==> src/rtl/key_entry.sv <==
// Keypad entry buffer: collects BCD digits, supports backspace/clear,
// commits the buffer to `value` on enter, and flags rejected keys.
module key_entry #(
    parameter int NDIG = 4
) (
    input  logic              clk,
    input  logic              rst_n,
    input  logic [3:0]        num,
    input  logic              key_stb,
    output logic [4*NDIG-1:0] disp,
    output logic [3:0]        cnt,
    output logic [4*NDIG-1:0] value,
    output logic              value_vld,
    output logic              err,
    output logic [1:0]        state
);

    typedef enum logic [1:0] {
        EMPTY = 2'd0,
        ENTRY = 2'd1,
        SHOWN = 2'd2
    } state_t;

    localparam logic [3:0] MAX_CNT = 4'(NDIG);

    localparam logic [3:0] KEY_BSP   = 4'hA;
    localparam logic [3:0] KEY_CLR   = 4'hB;
    localparam logic [3:0] KEY_ENTER = 4'hC;

    state_t              state_q, state_n;
    logic [4*NDIG-1:0]   disp_q, disp_n;
    logic [3:0]          cnt_q, cnt_n;
    logic [4*NDIG-1:0]   value_q, value_n;
    logic                vld_q, vld_n;
    logic                err_q, err_n;
    logic                is_digit;

    assign is_digit = (num <= 4'd9);

    // Register all state and the one-cycle pulse outputs.
    always_ff @(posedge clk or negedge rst_n) begin
        if (!rst_n) begin
            state_q <= EMPTY;
            disp_q  <= '0;
            cnt_q   <= '0;
            value_q <= '0;
            vld_q   <= 1'b0;
            err_q   <= 1'b0;
        end else begin
            state_q <= state_n;
            disp_q  <= disp_n;
            cnt_q   <= cnt_n;
            value_q <= value_n;
            vld_q   <= vld_n;
            err_q   <= err_n;
        end
    end

    // Next-state and datapath decode of the strobed key.
    always_comb begin
        state_n = state_q;
        disp_n  = disp_q;
        cnt_n   = cnt_q;
        value_n = value_q;
        vld_n   = 1'b0;
        err_n   = 1'b0;

        if (state_q != EMPTY && state_q != ENTRY && state_q != SHOWN) begin
            // Illegal code recovers unconditionally, strobe or not.
            state_n = EMPTY;
            disp_n  = '0;
            cnt_n   = '0;
        end else if (key_stb) begin
            if (num == KEY_CLR) begin
                state_n = EMPTY;
                disp_n  = '0;
                cnt_n   = '0;
            end else if (is_digit) begin
                if (state_q == ENTRY) begin
                    if (cnt_q < MAX_CNT) begin
                        disp_n = {disp_q[4*NDIG-5:0], num};
                        cnt_n  = cnt_q + 4'd1;
                    end else begin
                        err_n = 1'b1;
                    end
                end else begin
                    disp_n  = {{(4*NDIG-4){1'b0}}, num};
                    cnt_n   = 4'd1;
                    state_n = ENTRY;
                end
            end else if (num == KEY_BSP) begin
                case (state_q)
                    ENTRY: begin
                        disp_n = disp_q >> 4;
                        cnt_n  = cnt_q - 4'd1;
                        if (cnt_q == 4'd1) state_n = EMPTY;
                    end
                    SHOWN: begin
                        disp_n  = '0;
                        cnt_n   = '0;
                        state_n = EMPTY;
                    end
                    default: err_n = 1'b1;
                endcase
            end else if (num == KEY_ENTER) begin
                if (state_q == EMPTY) begin
                    err_n = 1'b1;
                end else begin
                    value_n = disp_q;
                    vld_n   = 1'b1;
                    state_n = SHOWN;
                end
            end else begin
                err_n = 1'b1;
            end
        end
    end

    assign disp      = disp_q;
    assign cnt       = cnt_q;
    assign value     = value_q;
    assign value_vld = vld_q;
    assign err       = err_q;
    assign state     = state_q;

endmodule

==> config.mk <==
export PLATFORM = sky130hd
export DESIGN_NAME = key_entry
export DESIGN_NICKNAME = d
export VERILOG_FILES = /design/src/rtl/key_entry.sv
export SDC_FILE = /design/constraint.sdc
export NUM_CORES = 1
export LEC_CHECK = 0
export ABC_AREA = 1
export BUFFER_PORTS_ARGS = -buffer_cell sky130_fd_sc_hd__buf_2
export CAP_MARGIN = 10
export CORE_MARGIN = 2
export CORE_UTILIZATION = 54
export DETAILED_ROUTE_END_ITERATION = 7
export PLACE_DENSITY = 0.82
export SLEW_MARGIN = 5
export SYNTH_ARGS = -nofsm -noshare
export SYNTH_HDL_FRONTEND = slang
export SYNTH_SLANG_ARGS = --single-unit
==> constraint.sdc <==
create_clock -name clk -period 2.22 [get_ports clk]
set_input_delay 0.222 -clock clk [delete_from_list [all_inputs] [get_ports clk]]
set_output_delay 0.222 -clock clk [all_outputs]
set_load 0.02 [all_outputs]
==> out/results.md <==
| Quantity | Reported |
| --- | --- |
| Most instantiated cells after synthesis | 74 x nand2_1, 40 x dfrtp_1, 31 x o21ai_0 |
| Crit start category | flip-flop |
| 1st-iter DRT viols | 122 |
| Most frequently used cell type in the post-synthesis netlist | nand2_1 |
| Routed wire length | 4.76 mm |
| Final setup fails | 0 |
| Post-synth EDFFs | 0 |
| Inserted Clock Buffers | 5 |
| Clock Pin Slew Worst Setup and Hold Paths | 0.07 ns |
| Max frequency | 0.503 GHz |
| Slowest cell on crit path | dfrtp_1 |
| Maximum clock path buffer count | 2 |
| Sequential share of the synthesized area | 45.4% |
| Die ar. | 4610 um2 |
| Placer congestion estimate | 0.960 |
| Largest net degree at the start of global routing | 41 |
| Leading area contributor after synthesis | dfrtp_1 |
| Overall power after layout | 3.25 mW |
| Synth-to-layout area growth | 15.3% |
| Number of global-route vias before repair | 1,657 |
| Unrepaired setup endpoints after global routing | false |
| Clk Latency, worst-skew pair | 0.29 ns |
| CP top delay family | simple AND/OR/NAND/NOR gates |
| Average cell area after synthesis | 8.08 um2 |
| Detailed placement HPWL | 3.42 mm |
| Biggest area contributors in the synthesized netlist | dfrtp_1 45%, nand2_1 13%, o21ai_2 7.9%, o21ai_0 7.0%, inv_1 4.6% |
| Internal power of the cells | 1.75 mW |
| Minimum setup slack in the final design | 0.232 ns |
| Critical path peak fanout | 11 |
| Final cycle utilization of the critical path | 89.5% |
| Number of I/O pins | 47 |
| Number of inserted diodes | 0 |
| CTS tree | done |
| Global-route wire length before repair | 7.68 mm |
| Final-layout setup total negative slack | 0 ns |
| Synth Cell Area | 2200 um2 |
| Die Y | 67.9 um |
| Effective utilization at floorplan | 55.5% |
| TritonCTS Sinks | 40 |
| GRT Residual Overflow | 0 |
| Max Clock Skew | 0.00440 ns |
| Row count | 23 |
| Fraction of final layout cells sized beyond drive strength 1 | 27.2% |
| Required time of the critical path | 2.44 ns |
| Die outline width | 67.9 um |
| Static leakage power | 1.37 nW |
| Final instance count without filler cells | 370 |
| Number of instances resized during post-cts repair | 0 |
| Final hold vios | 0 |
| Number of distinct library cells after synthesis | 25 |
| Layout fillers | 363 |
| Least-Margin Pin Slew | 0.857 ns |
| Min Hold Slack | 0.0373 ns |
| Count of synthesis-stage warnings from yosys | 0 |
| CTS H-Tree Depth | 2 |
| WL per Instance | 12.9 um |
| Switch Pwr | 1.51 mW |
| Max transition margin | 42.9% |
| Worst setup slack before clock tree synthesis | 0.286 ns |
| Synth top area share | 45.4% |
| Synth async-reset ratio | 100% |
| Antenna violations before repair | 0 |
| Worst IR drop on VDD | 0.594 mV |
| Maximum single-stage delay on the critical path | 0.43 ns |
| GR Util All Layers | 22.3% |
| Ratio of total power to cell area | 1280 nW/um2 |
| IO Port Bufs | 46 |
| Clk Tree Root Cell | clkbuf_8 |
| Instance count after placement with tap cells included | 363 |
| Number of detailed-routing iterations run before antenna repair | 4 |
| Combinational cell fraction of total power | 48.3% |
| Maximum capacitance violations | 0 |
| Via density per instance | 5.28 |
| RR Startpoint | state[1] |
| Count of nets after finishing | 334 |
| Total number of vias | 1,953 |
| Primary FF master, synth | dfrtp_1 |
| Run status | finished clean |
| Launch point of the worst path | state[1] |
| Buf+Inv Stages, Crit Path | 2 |
| Relative contribution of the clock network to total power | 14.0% |
| Antenna violation net count after detailed routing | 0 |
| Min cycle time layout | 1.99 ns |
| Syn_nets | 287 |
| Setup bufs post-CTS | 0 |
| Synth Instances | 273 |
| Number of buffers inserted for hold repair after clock tree synthesis | 0 |
| Cell breakdown of the critical path | inv_1 > ha_1 > inv_1 > nor2_1 > nand3_2 > nand3_1 > nand2_1 > o21ai_2 |
| Data arrival, critical path | 2.21 ns |
| Core box area | 3970 um2 |
| Critical path class | flip-flop to flip-flop |
| Crit. End Element | flip-flop |
| Flop and latch count out of synthesis | 40 |
| Relative contribution of sequential cells to total power | 37.6% |
| Pins over their slew limit | 0 |
| Library cell appearing most often on the critical path | inv_1 |
| Drt drc | 0 |
| Path category of the worst min-delay check | input pin to asynchronous set/reset pin |
| Switching power as a share of total power | 46.3% |
[path summary, 6_finish.rpt]
path | endpoint | slack (ns) | depth (start not counted)
max | disp[13] | 0.23 | 8
min | value[13] | 0.04 | 1
max reg2reg | disp[13] | 0.23 | 8
min reg2reg | value[14] | 0.48 | 2
max in group asynchronous | value[4] | 1.64 | 1
min in group clk | err | 0.23 | 3
[flip-flops by register name, indices dropped and copies added (netlist names)]
register,cells
state,2
value,16
err,1
value_vld,1
disp,16
cnt,4
[routing by layer]
layer	global-route usage (%)	up-vias	routed length, um
li1	-	968	-
met4	6.50	0	57
met1	30.7	919	2230
met5	0	-	0
met3	5.10	7	259
met2	35.3	59	2210
[metrics by stage]
step / area, um2 / utilization (%)
after floorplan: 2200 / -
after global placement: 2460 / 62.0
after detailed placement: 2460 / 62.0
after CTS: 2540 / 64.0
after global routing: 2540 / 64.0
final: 2540 / 64.0
[area by class of cell]
class / instances / area [um2] / area share (%)
repair buffers: 52 / 275 / 10.8
clock buffers: 6 / 72.6 / 2.86
multi-input cells: 191 / 1010 / 39.8
flip-flops and latches: 40 / 1000 / 39.4
well taps: 50 / 62.6 / 2.46
inverters: 30 / 113 / 4.43
clock inverters: 1 / 5.00 / 0.197
[layout by cell type (no fill, tap or decap), types with 3 or more instances in the layout]
master and instances:
nand2_1 74, nand2_2 3, buf_4 6, buf_2 46
nor2_1 20, o21ai_0 31, clkbuf_8 5, o21ai_2 20
dfrtp_1 40, ha_1 7, inv_1 27, a21oi_1 9
nand3_1 13
[kinds of logic (layout without fill, tap and decap cells)]
kind of cell / after synthesis / after routing / synth area share [%]
buffers and inverters: 42 / 89 / 8.68
AND/OR/NAND/NOR: 120 / 120 / 23.4
XOR/XNOR: 2 / 2 / 0.795
AO/OA/AOI/OAI: 62 / 62 / 17.7
adder cells (fa/ha/maj): 7 / 7 / 3.97
flip-flops: 40 / 40 / 45.4
[power by group through the flow]
| stage | Clock (mW) | Sequential [mW] | Combinational (mW) |
|---|---|---|---|
| finish | 0.456 | 1.22 | 1.57 |
| global route | 0.496 | 1.28 | 1.75 |
| CTS | 0.464 | 1.23 | 1.58 |
| detailed placement | 0 | 1.24 | 1.58 |
| global placement | 0 | 1.24 | 1.55 |
| floorplan | 0 | 1.53 | 0.813 |
Note: power is estimated with default switching activity, not from simulation.
